**config.mk**
```make
export PLATFORM = sky130hd
export DESIGN_NAME = adder_seq_n_bits
export DESIGN_NICKNAME = d
export VERILOG_FILES = /design/src/rtl/adder_seq_pkg.sv /design/src/rtl/adder_n_bits.sv /design/src/rtl/adder_seq_n_bits.sv
export SDC_FILE = /design/constraint.sdc
export NUM_CORES = 1
export LEC_CHECK = 0
export ABC_AREA = 1
export CORE_MARGIN = 4
export CORE_UTILIZATION = 25
export CTS_CLUSTER_SIZE = 25
export DETAILED_ROUTE_END_ITERATION = 8
export GPL_ROUTABILITY_DRIVEN = 0
export PLACE_DENSITY = 0.5
export SKIP_LAST_GASP = 1
export SYNTH_ARGS = -nofsm -noshare
export SYNTH_HDL_FRONTEND = slang
export SYNTH_SLANG_ARGS = --single-unit
export TNS_END_PERCENT = 50
```
**constraint.sdc**
```tcl
create_clock -name clk_i -period 3.15 [get_ports clk_i]
set_clock_uncertainty 0.2 [all_clocks]
set_input_delay 0.63 -clock clk_i [delete_from_list [all_inputs] [get_ports clk_i]]
set_output_delay 0.63 -clock clk_i [all_outputs]
set_load 0.02 [all_outputs]
```
**src/rtl/adder_seq_pkg.sv**
```systemverilog
// -----------------------------------------------------------------------------
// adder_seq_pkg
// Shared types and helpers for the multi-cycle chunked adder.
//   state_t   : control FSM states (IDLE, RUN, DONE)
//   cnt_width : width of a counter that indexes nchunk chunks (minimum 1 bit)
// -----------------------------------------------------------------------------
package adder_seq_pkg;

    typedef enum logic [1:0] {
        IDLE = 2'd0,
        RUN  = 2'd1,
        DONE = 2'd2
    } state_t;

    // A single-chunk configuration still needs a 1-bit counter so that the
    // counter logic elaborates uniformly.
    function automatic int cnt_width(input int nchunk);
        return (nchunk > 1) ? $clog2(nchunk) : 1;
    endfunction

endpackage

```
**src/rtl/adder_n_bits.sv**
```systemverilog
// -----------------------------------------------------------------------------
// adder_n_bits
// Combinational WIDTH-bit ripple adder slice, reused once per cycle by the
// sequential adder.
//   A_i, B_i : operands
//   Cin_i    : carry in
//   S_o      : sum, modulo 2^WIDTH
//   Cout_o   : carry out of the top bit
// -----------------------------------------------------------------------------
module adder_n_bits #(
    parameter int WIDTH = 8
) (
    input  logic [WIDTH-1:0] A_i,
    input  logic [WIDTH-1:0] B_i,
    input  logic             Cin_i,
    output logic [WIDTH-1:0] S_o,
    output logic             Cout_o
);

    assign {Cout_o, S_o} = {1'b0, A_i} + {1'b0, B_i} + {{WIDTH{1'b0}}, Cin_i};

endmodule

```
**src/rtl/adder_seq_n_bits.sv**
```systemverilog
// -----------------------------------------------------------------------------
// adder_seq_n_bits
// Multi-cycle WIDTH-bit adder/subtractor. One CHUNK-bit slice is reused for
// WIDTH/CHUNK cycles, LSB chunk first, with the carry held in a register.
//
// Ports
//   clk_i    : clock, rising edge
//   rst_n_i  : asynchronous active-low reset
//   start_i  : request, accepted when start_i && ready_o on a rising edge
//   sub_i    : 0 = A+B+Cin, 1 = A-B (Cin_i ignored)
//   A_i, B_i : operands, sampled at accept
//   Cin_i    : carry in for add, sampled at accept
//   ready_o  : can accept (IDLE or DONE)
//   busy_o   : operation in progress (RUN)
//   done_o   : one-cycle pulse, result valid from this cycle on
//   S_o      : registered result, held until the next done_o
//   Cout_o   : registered carry out (for sub, 1 = no borrow)
//   V_o, Z_o : signed overflow / zero flags, only with ADDER_SEQ_FLAGS_EN
//
// Build option: define ADDER_SEQ_FLAGS_EN to add the V_o / Z_o flag ports.
// -----------------------------------------------------------------------------
module adder_seq_n_bits
    import adder_seq_pkg::*;
#(
    parameter int WIDTH = 32,
    parameter int CHUNK = 8
) (
    input  logic             clk_i,
    input  logic             rst_n_i,
    input  logic             start_i,
    input  logic             sub_i,
    input  logic [WIDTH-1:0] A_i,
    input  logic [WIDTH-1:0] B_i,
    input  logic             Cin_i,
    output logic             ready_o,
    output logic             busy_o,
    output logic             done_o,
    output logic [WIDTH-1:0] S_o,
    output logic             Cout_o
`ifdef ADDER_SEQ_FLAGS_EN
    ,
    output logic             V_o,
    output logic             Z_o
`endif
);

    localparam int NCHUNK = WIDTH / CHUNK;
    localparam int CNT_W  = cnt_width(NCHUNK);
    localparam int IDX_W  = (WIDTH > 1) ? $clog2(WIDTH) : 1;
    localparam logic [CNT_W-1:0] LAST = CNT_W'(NCHUNK - 1);

    if (CHUNK < 1 || (WIDTH % CHUNK) != 0) begin : g_bad_chunk
        $fatal(1, "adder_seq_n_bits: WIDTH must be a multiple of CHUNK");
    end

    state_t           state;
    state_t           next_state;
    logic [CNT_W-1:0] cnt;
    logic             load;
    logic             last_chunk;

    // Operand and accumulator registers carry no reset: every chunk of the
    // accumulator is overwritten before it is ever read.
    logic [WIDTH-1:0] a_reg;
    logic [WIDTH-1:0] b_reg;
    logic [WIDTH-1:0] acc;
    logic [WIDTH-1:0] acc_next;
    logic             carry;

    logic [IDX_W-1:0] base;
    logic [CHUNK-1:0] a_chunk;
    logic [CHUNK-1:0] b_chunk;
    logic [CHUNK-1:0] slice_sum;
    logic             slice_cout;

    // ---------------------------------------------------------------------
    // Chunk selection and the shared slice
    // ---------------------------------------------------------------------
    assign base       = IDX_W'(int'(cnt) * CHUNK);
    assign a_chunk    = a_reg[base +: CHUNK];
    assign b_chunk    = b_reg[base +: CHUNK];
    assign last_chunk = (cnt == LAST);

    adder_n_bits #(
        .WIDTH (CHUNK)
    ) u_slice (
        .A_i    (a_chunk),
        .B_i    (b_chunk),
        .Cin_i  (carry),
        .S_o    (slice_sum),
        .Cout_o (slice_cout)
    );

    // Accumulator with the current partial sum merged in, so the final
    // chunk can be written straight to S_o on the last RUN edge.
    always_comb begin
        acc_next               = acc;
        acc_next[base +: CHUNK] = slice_sum;
    end

    // ---------------------------------------------------------------------
    // Control FSM
    // ---------------------------------------------------------------------
    always_comb begin
        next_state = state;
        ready_o    = 1'b0;
        busy_o     = 1'b0;
        done_o     = 1'b0;
        load       = 1'b0;
        unique case (state)
            IDLE: begin
                ready_o = 1'b1;
                if (start_i) begin
                    load       = 1'b1;
                    next_state = RUN;
                end
            end
            RUN: begin
                busy_o = 1'b1;
                if (last_chunk) begin
                    next_state = DONE;
                end
            end
            DONE: begin
                done_o  = 1'b1;
                ready_o = 1'b1;
                if (start_i) begin
                    load       = 1'b1;
                    next_state = RUN;
                end else begin
                    next_state = IDLE;
                end
            end
            default: begin
                next_state = IDLE;
            end
        endcase
    end

    always_ff @(posedge clk_i or negedge rst_n_i) begin
        if (!rst_n_i) begin
            state <= IDLE;
            cnt   <= '0;
        end else begin
            state <= next_state;
            if (load) begin
                cnt <= '0;
            end else if (state == RUN) begin
                cnt <= last_chunk ? '0 : cnt + 1'b1;
            end
        end
    end

    // ---------------------------------------------------------------------
    // Datapath: operand latch, per-chunk accumulate, running carry
    // ---------------------------------------------------------------------
    always_ff @(posedge clk_i) begin
        if (load) begin
            a_reg <= A_i;
            b_reg <= sub_i ? ~B_i : B_i;
            carry <= sub_i ? 1'b1 : Cin_i;
        end else if (state == RUN) begin
            acc   <= acc_next;
            carry <= slice_cout;
        end
    end

    // ---------------------------------------------------------------------
    // Result registers: updated only on the edge that enters DONE
    // ---------------------------------------------------------------------
    always_ff @(posedge clk_i or negedge rst_n_i) begin
        if (!rst_n_i) begin
            S_o    <= '0;
            Cout_o <= 1'b0;
        end else if (state == RUN && last_chunk) begin
            S_o    <= acc_next;
            Cout_o <= slice_cout;
        end
    end

`ifdef ADDER_SEQ_FLAGS_EN
    // Carry into the MSB recovered from the top bit of the final chunk:
    // sum = a ^ b ^ cin, so cin = a ^ b ^ sum.
    logic msb_cin;
    assign msb_cin = a_chunk[CHUNK-1] ^ b_chunk[CHUNK-1] ^ slice_sum[CHUNK-1];

    always_ff @(posedge clk_i or negedge rst_n_i) begin
        if (!rst_n_i) begin
            V_o <= 1'b0;
            Z_o <= 1'b0;
        end else if (state == RUN && last_chunk) begin
            V_o <= msb_cin ^ slice_cout;
            Z_o <= (acc_next == '0);
        end
    end
`else
    // Flag outputs not built: only S_o and Cout_o are produced.
`endif

endmodule

```
# Yosys cells after proc, flatten, opt, wreduce, memory -nomap -nowiden
# Index checks and enable logic that the tools add are counted.
# W data, S select, Z words.
# classes
bitwise	2
shifts	4
reduce_logical	6
n_mux	17
n_addsub	4
eq_ne	5
# ops
operator	count
$shiftx A32 B6 Y8	2
$bwmux W32	1
$mux W32	1
$not A32 Y32	1
$shift A8 B7 Y32 const A	1
$shiftx A8 B7 Y32	1
$mux W2	5
$add A8 B8 Y9	1
$add A9 B1 Y9	1
$mux W1	9
$neg A5 Y7	1
$pmux W2 S3	1
$eq A2 B2 Y1 const B	2
$ne A2 B2 Y1 const B	2
$reduce_and A2 Y1	2
$add A2 B1 Y2 const B	1
$eq A2 B1 Y1 const B	1
$logic_not A2 Y1	1
$reduce_bool A2 Y1	1
$reduce_or A2 Y1	1
$logic_and A1 B1 Y1	1
$not A1 Y1	1
# word_totals
ff_bits	134
output_inout_bits	36
wordCells	46

# Depth between registers and ports, before layout
# Gate-level depths: netlist of run 1.
# depth
word_depth	5
mapped_depth	19
ltp_nobuf	17

# Hierarchy
# Synthesis of run 1 repeated with hierarchy kept, for this count alone.
# unflattened
hier_cells	585
area_unflattened_um2	6112.1
# by_module_without_submodules
mod	n_inst	cells_each	area_per_inst_um2	seq_area_each_um2
adder_seq_n_bits	1	526	5760.5	3838.7
adder_n_bits	1	59	351.6	0.0

# Least setup slack after synthesis of run 1
# OpenSTA, ideal clock, no wires.
# synth_timing
path_type	register -> register
from	register cnt[0]
to	register S_o[12]
arrival_time_ns	2.576
setup_time_ns	0.065
period_less_slack_ns	2.841
path_slack_ns	0.309
path_stages_with_launch	18
n_path_buf	2
t_required_ns	2.885
cell_sequence	dfrtp_1 -> buf_2 -> inv_2 -> clkbuf_1 -> nor2_1 -> o22ai_1 -> fa_1 -> inv_1 -> fa_1 -> inv_1 -> nand2_1 -> nand2_2 -> nand2_2 -> xnor2_2 -> nand3_2 -> o21ai_2 -> nand2_1 -> nand2_1
# synth_between
elab_chain_cells	5
# synth_lines
item	line	rtl
start, declared	adder_seq_n_bits.sv:58	logic [CNT_W-1:0] cnt;
start signal, assigned	adder_seq_n_bits.sv:149	cnt <= last_chunk ? '0 : cnt + 1'b1;
$shiftx A32 B6 Y8 (on tied branches)	adder_seq_n_bits.sv:80, adder_seq_n_bits.sv:81	
$add A8 B8 Y9	adder_n_bits.sv:20	assign {Cout_o, S_o} = {1'b0, A_i} + {1'b0, B_i} + {{WIDTH{1'b0}}, Cin_i};
$add A9 B1 Y9	adder_n_bits.sv:20	
$shiftx A8 B7 Y32	adder_seq_n_bits.sv:98	acc_next[base +: CHUNK] = slice_sum;
$bwmux W32 *	adder_seq_n_bits.sv:98	
net acc_next[12]	adder_seq_n_bits.sv:67	logic [WIDTH-1:0] acc_next;
end signal, assigned	adder_seq_n_bits.sv:176	S_o <= acc_next;
end, declared	adder_seq_n_bits.sv:38	output logic [WIDTH-1:0] S_o,
# The timed path passes the listed nets; every way through them passes the cells marked *.
# A chain may end at the register's enable or synchronous reset.

# Final worst setup path of run 1
# layout_timing
from	register cnt[1]
to	register S_o[30]
# Same word-level chain as after synthesis.

==> results by group, run 1 <==
Floorplan
  • Num rows: 56
  • Core Region: 23600 um^2
  • Top Ports: 105
  • Die Wd: 163 um
  • Die outline height: 163 um
  • Initial Utilization: 25.6%
  • Die ar.: 26700 um^2

Yosys
  • Top cell types by occurrence after synthesis: nand2_1, edfxtp_1, dfrtp_1, nor2_1
  • Cells after synthesis: 560
  • Synth Cell Area: 6040 um^2
  • Number of synthesized flops with an enable pin: 97
  • Mean Syn Cell Area: 10.8 um^2
  • Most frequent cell after synthesis: nand2_1
  • Synth top area share: 48.2%
  • Post-synth top flop: edfxtp_1
  • YS warnings: 0
  • Synth area leader: edfxtp_1
  • Net Count, Synth: 644
  • Most area-consuming cells after synthesis: edfxtp_1, dfrtp_1, nand2_1, xor2_1, o21ai_0
  • Register area share after synthesis: 63.6%
  • Yosys cell types: 30
  • Yosys reg bits: 134
  • Asr flop ratio synth: 27.6%

Cells and area
  • Final layout net count: 756
  • Util after Layout: 34.6%
  • Diode count: 0
  • P&R area growth vs syn: 35.2%
  • Share of layout cells above drive strength 1: 11.5%

CTS
  • TritonCTS clock tree: yes
  • Clk_lat worst skew: 0.42 ns
  • Postcts setup bufs: 0
  • TritonCTS Sinks: 134
  • Num CTS Buffers: 17
  • Htree depth: 4
  • Clock buffer depth: 2
  • Reg clk slew, reported paths: 0.06 ns
  • Root buffer cell: clkbuf_16

Setup path
  • Startpoint types: flip-flop
  • Crit end category: flip-flop
  • WP buf/inv: 4
  • Worst-path fanout max: 16
  • Cell Chain, Critical Path: inv_1 -> buf_6 -> o21ai_0 -> o22ai_2 -> fa_2 -> inv_1 -> fa_1 -> inv_1 -> nand2_1 -> nand2_2 -> nand3_1 -> nand3_1 -> nand3_2 -> nor2_4 -> nand2_1 -> nand2_2 -> nand2_1 -> nand2_1
  • R2R cell count: 18
  • Crit path kind: flip-flop to flip-flop
  • CP max stage cell: dfrtp_1
  • Reg2Reg Launch Point: cnt[1]$_DFFE_PN0P_
  • Reg-to-Reg End: S_o[30]$_DFFE_PN0P_
  • CP arrival: 3.02 ns
  • Crit-path max cell delay: 0.41 ns
  • CP required: 3.31 ns
  • Flop-to-flop setup slack: 0.29 ns
  • Worst path top cell family by delay: simple AND/OR/NAND/NOR gates
  • CP dominant cell by count: nand2_1

Global route
  • Gr ovfl total: 0
  • Antenna violations before repair: 0
  • Number of global-route vias before repair: 4228
  • Total track usage: 11.3%
  • First-pass GRT wire length: 23400 um
  • Largest net degree at the start of global routing: 38

STA
  • Slew @ Worst Pin: 0.949 ns
  • Post-layout min period: 2.86 ns
  • Final Hold Fails: 0
  • Setup_tns: 0 ns
  • Worst setup margin: 0.286 ns
  • Slew HR: 36.7%
  • Period utilization: 90.9%
  • Pins Over Slew Limit: 0
  • Final setup viols: 0
  • FMAX: 349 MHz

Power
  • Max rail drop VDD: 0.363 mV
  • Power per cell area: 1140 nW/um^2
  • Leakage: 3.34 nW

Placed design
  • Hpwl dp: 10300 um
  • I/O Buffers: 104
  • Setup WS pre-CTS: 0.177 ns

Detailed routing
  • Post-route ant nets: 0
  • Post-DR wirelength/cell: 14.3 um
  • Via density: 4.09
  • Initial DRC count: 282
  • Wirelength, routed: 14400 um
  • TritonRoute pass-1 iters: 4
  • Vias: 4109
  • Residual DRC count: 0

Outcome
  • Outcome: complete, no violations

Flow run
  • Max-cap viol count: 0

Hold path
  • Worst hold path class: primary input to async pin
cells in the final DEF (no fill, tap or decap), types with 2 or more instances in the layout:
master / n
buf_12: 3
o21ai_0: 33
nor2_4: 2
inv_1: 28
edfxtp_1: 97
nand2_1: 169
clkbuf_8: 2
buf_4: 8
inv_4: 3
dfrtp_1: 37
nor2_1: 36
o21ai_2: 6
nand3_2: 2
inv_6: 4
inv_2: 9
or2_1: 2
a21oi_1: 5
ha_1: 13
nand2_2: 5
o21ai_1: 10
clkinv_4: 2
nand4_1: 5
a22o_1: 2
a32oi_1: 2
xor2_1: 33
o22ai_1: 15
nand3_1: 14
clkdlybuf4s50_1: 102
o22ai_2: 2
nor2_2: 2
buf_2: 2
clkbuf_16: 20
worst max-delay path by stage:
| stage | from | end | slack [ns] | depth (start not counted) |
|---|---|---|---|---|
| after floorplan | cnt[0]$_DFFE_PN0P_ | S_o[12]$_DFFE_PN0P_ | 0.31 | 17 |
| after global placement | cnt[0]$_DFFE_PN0P_ | S_o[12]$_DFFE_PN0P_ | 0.21 | 15 |
| after detailed placement | cnt[1]$_DFFE_PN0P_ | S_o[12]$_DFFE_PN0P_ | 0.18 | 16 |
| after CTS | cnt[1]$_DFFE_PN0P_ | S_o[12]$_DFFE_PN0P_ | 0.15 | 16 |
| after global routing | cnt[1]$_DFFE_PN0P_ | S_o[30]$_DFFE_PN0P_ | -0.0006 | 18 |
| final | cnt[1]$_DFFE_PN0P_ | S_o[30]$_DFFE_PN0P_ | 0.29 | 18 |
routing by layer:
layer	vias up	routed length (um)	track usage, %
met4	0	184	3.51
met2	103	6120	16.1
met1	1872	7250	16.3
li1	2116	-	-
met3	18	838	3.96
met5	-	0	0
report_power, final:
group	switching, mW	internal [mW]
Clock	0.777	1.28
Sequential	0.233	2.68
Combinational	2.71	1.61
Total	3.72	5.58
metrics by stage:
stage	hold WS (ns)	area (um^2)	total power, mW	std cells
6_report	0.152	8160	9.30	1004
5_1_grt	0.227	8160	10.0	1004
3_5_place_dp	0.267	7490	7.21	972
4_1_cts	0.180	8120	9.30	1004
3_3_place_gp	0.264	7490	7.18	972
2_1_floorplan	0.134	6040	5.69	560
layout make-up:
cell class	instances	area (um^2)
clock buffers	22	528
well taps	319	399
inverters	38	145
repair buffers	116	1160
multi-input cells	365	1990
flip-flops and latches	134	3840
clock inverters	10	100
fillers	2380	15500
kinds of logic after synthesis:
| family | share of synthesized area, % |
|---|---|
| compound gates | 7.36 |
| flops | 63.6 |
| buf+inv | 4.12 |
| simple gates | 16.2 |
| fa+ha+maj | 3.36 |
| xor+xnor | 5.33 |
what timing repair did:
action                                  in CTS  in global routing
hold buffers                                 0                  0
endpoints found under the setup margin       0                  8
resized for setup                            0                  8
(Power assumes the default switching activity.)
==> run 2, diff against run 1 <==
GPL_TIMING_DRIVEN = 1   (was unset)
PLACE_DENSITY = unset   (was 0.5)
==> results by group, run 2 (synthesized netlist as in run 1, its figures left out) <==
STA
  • Final Hold Fails: 0
  • Period utilization: 90.9%
  • Post-layout min period: 2.86 ns
  • Slew @ Worst Pin: 0.833 ns
  • Pins Over Slew Limit: 0
  • Final setup viols: 0
  • FMAX: 349 MHz
  • Worst hold slack: 0.276 ns
  • Worst setup margin: 0.287 ns
  • Slew HR: 44.5%

Floorplan
  • Die outline height: 163 um
  • Die Wd: 163 um
  • Core Region: 23600 um^2
  • Top Ports: 105
  • Die ar.: 26700 um^2
  • Num rows: 56
  • Initial Utilization: 25.6%

Flow run
  • Max-cap viol count: 0

Setup path
  • Startpoint types: flip-flop
  • CP required: 3.31 ns
  • Crit path kind: flip-flop to flip-flop
  • CP arrival: 3.02 ns
  • Crit end category: flip-flop
  • Worst-path fanout max: 16

Detailed routing
  • Via density: 4.19
  • Post-route ant nets: 0
  • TritonRoute pass-1 iters: 4
  • Post-DR wirelength/cell: 14.6 um
  • Residual DRC count: 0
  • Initial DRC count: 304
  • Wirelength, routed: 14600 um
  • Vias: 4199

Power
  • Leakage: 3.29 nW
  • Power per cell area: 1130 nW/um^2
  • Total Power: 9.14 mW
  • Max rail drop VDD: 0.452 mV

Cells and area
  • Diode count: 0
  • Commonest non-fill, non-tap cell in the layout: nand2_1
  • P&R area growth vs syn: 33.8%
  • Commonest non-fill, non-tap cells in the layout: nand2_1, clkdlybuf4s50_1, edfxtp_1
  • Util after Layout: 34.2%
  • Share of layout cells above drive strength 1: 10.5%
  • Final layout net count: 754

Global route
  • Total track usage: 11.3%
  • Antenna violations before repair: 0
  • First-pass GRT wire length: 23300 um
  • Largest net degree at the start of global routing: 38
  • Number of global-route vias before repair: 4315
  • Gr ovfl total: 0

Placed design
  • Setup WS pre-CTS: 0.230 ns
  • I/O Buffers: 104
  • Hpwl dp: 10200 um

CTS
  • Clock buffer depth: 2
  • CTS Hold Bufs: 0
  • TritonCTS Sinks: 134
  • Reg clk slew, reported paths: 0.06 ns
  • TritonCTS clock tree: yes
  • Htree depth: 4
  • Postcts setup bufs: 0
  • Post_cts resized: 0
  • Root buffer cell: clkbuf_16
  • Num CTS Buffers: 17
  • Clk_lat worst skew: 0.43 ns

Hold path
  • Worst hold path class: flip-flop to flip-flop

Outcome
  • Outcome: complete, no violations
-- run 2: cell count changes in the layout (fill, tap and decap cells not counted), sizes merged --
cell / change
inv: +2
clkdlybuf4s50: +1
clkinv: -1
buf: -3
clkinvlp: +3
bufinv: +1
clkbuf: -5
-- run 2: per-stage QoR --
step                      cells  area [um^2]    TNS, ns
after detailed placement    970         7480          0
after global routing       1002         8080  -0.000598
after CTS                  1002         8070          0
after floorplan             560         6040          0
after global placement      970         7480          0
final                      1002         8080          0
-- run 2: cell type report --
class | instances | area (um^2)
clock buffer | 17 | 425
clock inverter | 15 | 165
fill | 2402 | 15500
inverter | 38 | 146
multi-input combinational | 365 | 1950
sequential | 134 | 3840
tap | 319 | 399
timing repair buffer | 114 | 1150
-- run 2: path summary, 6_finish.rpt --
check | start | to | slack (ns) | cells past startpoint
min in group asynchronous | rst_n_i | S_o[15]$_DFFE_PN0P_ | 0.45 | 2
hold / removal | S_o[26]$_DFFE_PN0P_ | S_o[26]$_DFFE_PN0P_ | 0.28 | 2
max in group asynchronous | rst_n_i | S_o[26]$_DFFE_PN0P_ | 1.94 | 2
hold reg to reg | S_o[26]$_DFFE_PN0P_ | S_o[26]$_DFFE_PN0P_ | 0.28 | 2
setup / recovery | cnt[0]$_DFFE_PN0P_ | S_o[12]$_DFFE_PN0P_ | 0.29 | 15
setup reg to reg | cnt[0]$_DFFE_PN0P_ | S_o[12]$_DFFE_PN0P_ | 0.29 | 15
-- run 2: per-layer routing --
metal,wire [um],vias to the layer above,track usage (%)
met4,233,0,4.69
li1,-,2112,-
met1,7090,1956,15.7
met3,757,19,3.03
met5,0,-,0
met2,6520,112,16.8
-- run 2: power by group --
part	leakage (nW)	switching, mW	total [mW]	internal (mW)
clock	0.286	0.815	2.00	1.19
sequential	1.40	0.222	2.91	2.68
combinational	1.60	2.70	4.23	1.53
total	3.29	3.74	9.14	5.40
-- run 2: worst max-delay path, stage by stage, from the launching register on --
cell     delay (ns)
dfrtp_1        0.41
inv_2          0.26
o21ai_0        0.14
o22ai_1        0.18
fa_1           0.23
inv_1          0.06
fa_1           0.39
inv_1          0.09
nand2_1        0.06
nand2_2        0.07
nand2_2        0.06
xnor2_2        0.22
nand3_2        0.13
o21ai_2        0.16
nand2_1        0.07
nand2_1        0.07
